$ cat src/rtl/ex_ctrl_pkg.sv
// Shared types for the EX-stage hazard/flag controller: branch kinds,
// forwarding selects, controller FSM states and the XZR index.
package ex_ctrl_pkg;

  localparam int ZERO_REG = 31;

  typedef enum logic [1:0] {
    BR_NONE   = 2'b00,
    BR_UNCOND = 2'b01,
    BR_CBZ    = 2'b10,
    BR_LT     = 2'b11
  } br_type_e;

  typedef enum logic [1:0] {
    FWD_REG = 2'b00,
    FWD_MEM = 2'b01,
    FWD_WB  = 2'b10
  } fwd_sel_e;

  typedef enum logic [1:0] {
    ST_RUN      = 2'b00,
    ST_LU_STALL = 2'b01,
    ST_BR_FLUSH = 2'b10
  } ctrl_state_e;

endpackage

$ cat src/rtl/fwd_unit.sv
// Forwarding select for one ALU operand; the youngest producer (EX/MEM) wins
// over MEM/WB, and XZR is never forwarded.
module fwd_unit #(
  parameter int REG_W    = 5,
  parameter int ZERO_REG = 31
) (
  input  logic [REG_W-1:0]     i_rs,
  input  logic [REG_W-1:0]     i_rd_mem,
  input  logic                 i_we_mem,
  input  logic [REG_W-1:0]     i_rd_wb,
  input  logic                 i_we_wb,
  output ex_ctrl_pkg::fwd_sel_e o_sel
);
  import ex_ctrl_pkg::fwd_sel_e;
  import ex_ctrl_pkg::FWD_REG;
  import ex_ctrl_pkg::FWD_MEM;
  import ex_ctrl_pkg::FWD_WB;

  localparam logic [REG_W-1:0] W_ZR = REG_W'(ZERO_REG);

  logic w_hit_mem;
  logic w_hit_wb;

  assign w_hit_mem = i_we_mem && (i_rd_mem == i_rs) && (i_rd_mem != W_ZR);
  assign w_hit_wb  = i_we_wb  && (i_rd_wb  == i_rs) && (i_rd_wb  != W_ZR);

  always_comb begin
    o_sel = FWD_REG;
    if (w_hit_mem)     o_sel = FWD_MEM;
    else if (w_hit_wb) o_sel = FWD_WB;
  end

endmodule

$ cat src/rtl/ex_hazard_flag_ctrl.sv
// EX-stage controller: operand forwarding, load-use stall, NZVC flag register,
// branch resolution with a one-cycle flush, and saturating stall/flush counters.
module ex_hazard_flag_ctrl #(
  parameter int REG_W    = 5,
  parameter int ZERO_REG = ex_ctrl_pkg::ZERO_REG,
  parameter int CNT_W    = 32
) (
  input  logic                     clk,
  input  logic                     reset,
  input  logic [REG_W-1:0]         rn_ID,
  input  logic [REG_W-1:0]         rm_ID,
  input  logic                     useRn_ID,
  input  logic                     useRm_ID,
  input  logic [REG_W-1:0]         rn_EX,
  input  logic [REG_W-1:0]         rm_EX,
  input  logic                     valid_EX,
  input  logic [REG_W-1:0]         rd_EX,
  input  logic                     RegWE_EX,
  input  logic                     Mem2Reg_EX,
  input  logic                     setFlag_EX,
  input  logic [1:0]               brType_EX,
  input  logic                     ALU_neg,
  input  logic                     ALUzeroFlag,
  input  logic                     ALU_ov,
  input  logic                     ALU_cout,
  input  logic [REG_W-1:0]         rd_MEM,
  input  logic                     RegWE_MEM,
  input  logic [REG_W-1:0]         rd_WB,
  input  logic                     RegWE_WB,
  output logic [1:0]               fwdA,
  output logic [1:0]               fwdB,
  output logic                     stall,
  output logic                     flush,
  output logic                     br_taken,
  output logic                     negFlag,
  output logic                     zeroFlag,
  output logic                     ovFlag,
  output logic                     carryFlag,
  output logic [CNT_W-1:0]         stall_cnt,
  output logic [CNT_W-1:0]         flush_cnt,
  output ex_ctrl_pkg::ctrl_state_e o_dbg_state
);
  import ex_ctrl_pkg::ctrl_state_e;
  import ex_ctrl_pkg::ST_RUN;
  import ex_ctrl_pkg::ST_LU_STALL;
  import ex_ctrl_pkg::ST_BR_FLUSH;
  import ex_ctrl_pkg::br_type_e;
  import ex_ctrl_pkg::BR_NONE;
  import ex_ctrl_pkg::BR_UNCOND;
  import ex_ctrl_pkg::BR_CBZ;
  import ex_ctrl_pkg::BR_LT;
  import ex_ctrl_pkg::fwd_sel_e;

  localparam logic [REG_W-1:0] W_ZR      = REG_W'(ZERO_REG);
  localparam logic [CNT_W-1:0] W_CNT_MAX = {CNT_W{1'b1}};

  ctrl_state_e      r_state;
  ctrl_state_e      w_next;
  logic [3:0]       r_nzvc;
  logic [CNT_W-1:0] r_stall_cnt;
  logic [CNT_W-1:0] r_flush_cnt;
  fwd_sel_e         w_fwd_a;
  fwd_sel_e         w_fwd_b;
  logic             w_lu;
  logic             w_br;
  logic             w_stall;
  logic             w_flush;
  logic             w_unused_regwe_ex;

  // Load-use detection does not need the EX write enable: a load always writes.
  assign w_unused_regwe_ex = RegWE_EX;

  fwd_unit #(.REG_W(REG_W), .ZERO_REG(ZERO_REG)) u_fwd_a (
    .i_rs(rn_EX), .i_rd_mem(rd_MEM), .i_we_mem(RegWE_MEM),
    .i_rd_wb(rd_WB), .i_we_wb(RegWE_WB), .o_sel(w_fwd_a)
  );

  fwd_unit #(.REG_W(REG_W), .ZERO_REG(ZERO_REG)) u_fwd_b (
    .i_rs(rm_EX), .i_rd_mem(rd_MEM), .i_we_mem(RegWE_MEM),
    .i_rd_wb(rd_WB), .i_we_wb(RegWE_WB), .o_sel(w_fwd_b)
  );

  assign w_lu = valid_EX && Mem2Reg_EX && (rd_EX != W_ZR) &&
                ((useRn_ID && (rn_ID == rd_EX)) || (useRm_ID && (rm_ID == rd_EX)));

  // B.LT reads the registered flags: any flag-setter is at least one cycle older.
  always_comb begin
    w_br = 1'b0;
    case (br_type_e'(brType_EX))
      BR_UNCOND: w_br = valid_EX;
      BR_CBZ:    w_br = valid_EX && ALUzeroFlag;
      BR_LT:     w_br = valid_EX && (r_nzvc[3] ^ r_nzvc[1]);
      BR_NONE:   w_br = 1'b0;
      default:   w_br = 1'b0;
    endcase
  end

  always_comb begin
    w_next  = r_state;
    w_stall = 1'b0;
    w_flush = 1'b0;
    case (r_state)
      ST_RUN: begin
        if (w_br) begin
          w_flush = 1'b1;
          w_next  = ST_BR_FLUSH;
        end else if (w_lu) begin
          w_stall = 1'b1;
          w_next  = ST_LU_STALL;
        end
      end
      ST_LU_STALL: begin
        w_flush = w_br;
        w_next  = w_br ? ST_BR_FLUSH : ST_RUN;
      end
      ST_BR_FLUSH: w_next = ST_RUN;
      default:     w_next = ST_RUN;
    endcase
    if (!reset) begin
      w_stall = 1'b0;
      w_flush = 1'b0;
      w_next  = ST_RUN;
    end
  end

  always_ff @(posedge clk) begin
    if (!reset) begin
      r_state     <= ST_RUN;
      r_nzvc      <= 4'b0000;
      r_stall_cnt <= '0;
      r_flush_cnt <= '0;
    end else begin
      r_state <= w_next;
      if (valid_EX && setFlag_EX) r_nzvc <= {ALU_neg, ALUzeroFlag, ALU_ov, ALU_cout};
      if (w_stall && (r_stall_cnt != W_CNT_MAX)) r_stall_cnt <= r_stall_cnt + 1'b1;
      if (w_flush && (r_flush_cnt != W_CNT_MAX)) r_flush_cnt <= r_flush_cnt + 1'b1;
    end
  end

  assign fwdA        = reset ? w_fwd_a : 2'b00;
  assign fwdB        = reset ? w_fwd_b : 2'b00;
  assign stall       = w_stall;
  assign flush       = w_flush;
  assign br_taken    = reset && w_br;
  assign negFlag     = r_nzvc[3];
  assign zeroFlag    = r_nzvc[2];
  assign ovFlag      = r_nzvc[1];
  assign carryFlag   = r_nzvc[0];
  assign stall_cnt   = r_stall_cnt;
  assign flush_cnt   = r_flush_cnt;
  assign o_dbg_state = r_state;

endmodule

$ cat config.mk
export PLATFORM = sky130hd
export DESIGN_NAME = ex_hazard_flag_ctrl
export DESIGN_NICKNAME = d
export VERILOG_FILES = /design/src/rtl/ex_ctrl_pkg.sv /design/src/rtl/fwd_unit.sv /design/src/rtl/ex_hazard_flag_ctrl.sv
export SDC_FILE = /design/constraint.sdc
export NUM_CORES = 1
export LEC_CHECK = 0
export ABC_AREA = 1
export CAP_MARGIN = 20
export CELL_PAD_IN_SITES_DETAIL_PLACEMENT = 1
export CELL_PAD_IN_SITES_GLOBAL_PLACEMENT = 2
export CORE_MARGIN = 3
export CORE_UTILIZATION = 22
export DETAILED_ROUTE_END_ITERATION = 10
export PLACE_DENSITY_LB_ADDON = 0.1
export SYNTH_ARGS = -nofsm -noshare
export SYNTH_HDL_FRONTEND = slang
export SYNTH_SLANG_ARGS = --single-unit
$ cat constraint.sdc
create_clock -name clk -period 1.71 [get_ports clk]
set_input_delay 0.4275 -clock clk [delete_from_list [all_inputs] [get_ports clk]]
set_output_delay 0.4275 -clock clk [all_outputs]
set_load 0.05 [all_outputs]
==> summary.txt <==
Setup path
  – Crit start category: input port
  – CP Data Required Time: between 1 and 1.5 ns
  – Worst flop-to-flop path startpoint: stall_cnt[1]$_SDFFE_PN0P_
  – Setup Crit Path Kind: in -> out
  – CP arrival: between 1 and 1.5 ns
  – CP max stage delay: roughly 0.26 ns
  – CP max-delay cell: dlygate4sd2_1
  – Worst-path cell chain: dlygate4sd2_1 > xnor2_1 > o211ai_1 > buf_4 > nor3_4 > buf_12
  – Max FO, Critical Path: 2
  – Setup crit start: rm_EX[2]
  – Buf/Inv on CP: 3
  – R2R Path End: stall_cnt[19]$_SDFFE_PN0P_
  – Crit path max-delay family: buffers and inverters
  – R2R depth: 13
  – Internal reg-to-reg setup slack: -0.05 ns
  – Critical Path Sink Type: primary output

Logic synthesis
  – Netlist cell types: 39
  – Sequential area share after synthesis: 28.9%
  – Most used DFF post-synth: dfxtp_1
  – Fraction of registers with async set/reset: 0%
  – Post-Synthesis Cells: a little over 800
  – Mean Syn Cell Area: 5.94 sq um
  – Synthesized Nets: 870
  – EDFF count, synth: 0
  – Post-synthesis register bit count: 70
  – Ys Warns: 0
  – Mapped cell area: about 5000 sq um

Place
  – GP Congestion: approximately 0.78
  – PortBufs: 126
  – DP Cell Count: around 1300
  – Hpwl dp: 15.5 mm
  – Pre-CTS setup slack: -0.734 ns

Clocking
  – Sinks on Clock Net: 70
  – H-tree depth: 3
  – CTS Root Cell: clkbuf_16
  – TritonCTS clock tree: done
  – Clk slew on worst S/H paths: approximately 0.060 ns
  – CTS hold repair buffers: 0
  – Clk_lat worst skew: roughly 0.35 ns
  – Cts bufs inserted: 9
  – Clock Path Buffers: 2

Floorplan
  – Die width: roughly 150 um
  – Die area: about 24000 sq um
  – Initial core utilization: a little under a quarter
  – Die Height: 155 um
  – Core footprint: between 20000 and 25000 sq um
  – # rows: 53
  – I/O Pins: ~130

STA
  – Fin crit share: 112%
  – Final Slew Violations: 0
  – RSZ-0062 raised after global routing: true
  – Min Hold Slack: approximately 0.37 ns
  – Clock period minus worst slack: 1.92 ns
  – Worst-Margin Slew: 0.494 ns
  – Rel. slew slack: 67.1%
  – PnR worst setup slack: -0.207 ns
  – Final Hold Viols: 0
  – Clock Skew: around 0.0094 ns
  – Final setup violation count: 12
  – Fmax: 522 MHz

Pwr
  – P_leak: approximately 4 nW
  – Pwr Total: 4.30 mW
  – PwrDens: roughly 460 nW/um^2
  – Peak VDD IR: ~410 uV

Hold path
  – Worst hold start: reset
  – HP Class: in -> reg
  – Hold EP: r_nzvc[0]$_SDFFE_PN0P_
  – Hold Crit Depth: 3

Cells and area
  – Register area: 1480 sq um
  – Most frequent cells in the layout: nand2_1, buf_4, nor2_1
  – Layout cells sized above 1: around 45%
  – Area delta synth->final: 93.2%
  – Filler Cell Count: around 2600
  – Final #Nets: around 1200
  – Ant diodes: 0
  – Area of the multi-input gates: about 3600 sq um
  – Layout Cells excl Fill: between 1000 and 1500
  – Final core utilization: a little over two fifths
  – Most common library cell in the layout ignoring fill and taps: nand2_1

GRT
  – Gr usage total: between 10% and 20%
  – Global-route wire length before repair: ~32 mm
  – Largest net degree at the start of global routing: 28
  – Initial antenna violation count: 0
  – Remaining global-route overflow: 0
  – Vias in the first global route: approximately 6300

Drt
  – Vias: between 6000 and 7000
  – Total routed wirelength: slightly above 20 mm
  – DR vias/cell: 4.41
  – Post-route DRC: 0
  – 1st-iter DRT viols: approximately 140
  – Number of routed nets with antenna violations: 0
  – DRT Pass-1 Iters: 4
  – Post-DR wirelength/cell: ~15 um

Outcome
  – Outcome: finished, violations left
  – Failing checks: setup timing

Job
  – Max Cap Viol: 0
sequential cells by signal, indices dropped and copies added (netlist names):
register / count
flush_cnt: 32
stall_cnt: 32
r_nzvc: 4
o_dbg_state: 2
tightest hold or removal path, cell delays in order:
cell,delay [ns]
buf_2,0.12
o21ai_0,0.08
nor2_1,0.04
cells by family (layout without fill, tap and decap cells):
group	Yosys count	count (layout)	share of synthesized area, %
compound gates	68	68	7.91
simple gates	532	533	47.6
flops	70	70	28.9
xor+xnor	25	25	4.51
buf+inv	120	405	10.6
fa+ha+maj	2	2	0.515
how the worst max path moves through the flow:
stage	end	slack (ns)	cells past startpoint
3_5_place_dp	fwdB[1]	-0.73	8
4_1_cts	fwdB[0]	-0.22	8
6_report	fwdB[0]	-0.21	6
3_3_place_gp	fwdA[0]	-0.71	7
2_1_floorplan	flush_cnt[5]$_SDFFE_PN0P_	-0.17	9
5_1_grt	fwdB[1]	-0.31	9
per-stage QoR:
stage / TNS (ns) / instance area (sq um)
finish: -1.20 / 9380
global route: -5.18 / 9380
CTS: -1.16 / 8470
detailed placement: -36.36 / 8050
global placement: -35.45 / 8050
floorplan: -4.37 / 5020
where the power goes:
part | leakage, nW | internal (mW) | switching, mW | total [mW]
logic | 3.19 | 0.322 | 0.350 | 0.672
registers | 0.590 | 1.63 | 0.00954 | 1.64
clock network | 0.153 | 1.18 | 0.800 | 1.98
cells in the mapped netlist (all sizes together) (2+ instances only):
library cell,instances,area [sq um]
nor2,166,706
xor2,14,123
dfxtp,70,1400
buf,14,115
nand2,277,1070
nor3,18,101
nand3b,10,75.1
o21bai,9,67.6
xnor2,11,96.3
inv,103,389
o21ai,16,80.1
ha,2,25.0
nand3,35,198
a21oi,36,180
nand4,24,150
clkbuf,3,11.3
layout make-up:
type                    instances  share of cell area, %
flip-flops and latches         70                   15.8
inverters                     103                   4.35
clock buffers                  13                   3.11
repair buffers                287                   34.8
multi-input cells             628                   38.2
clock inverters                 2                  0.120
well taps                     275                   3.67
routing by layer:
layer  track usage (%)  vias up  wire (um)
met5                 0        -          0
met4              3.66        0        320
met3              2.29       19        528
met2              30.7       79      11200
met1              20.6     2858       8790
li1                  -     3122          -
repair_timing:
action	CTS	global route
hold endpoints to repair	0	0
pin swaps	34	72
gates cloned	0	7
gates resized for setup	135	176
endpoints found under the setup margin	71	71
buffers inserted	9	21
No activity file was read; power rests on OpenSTA's default activity.
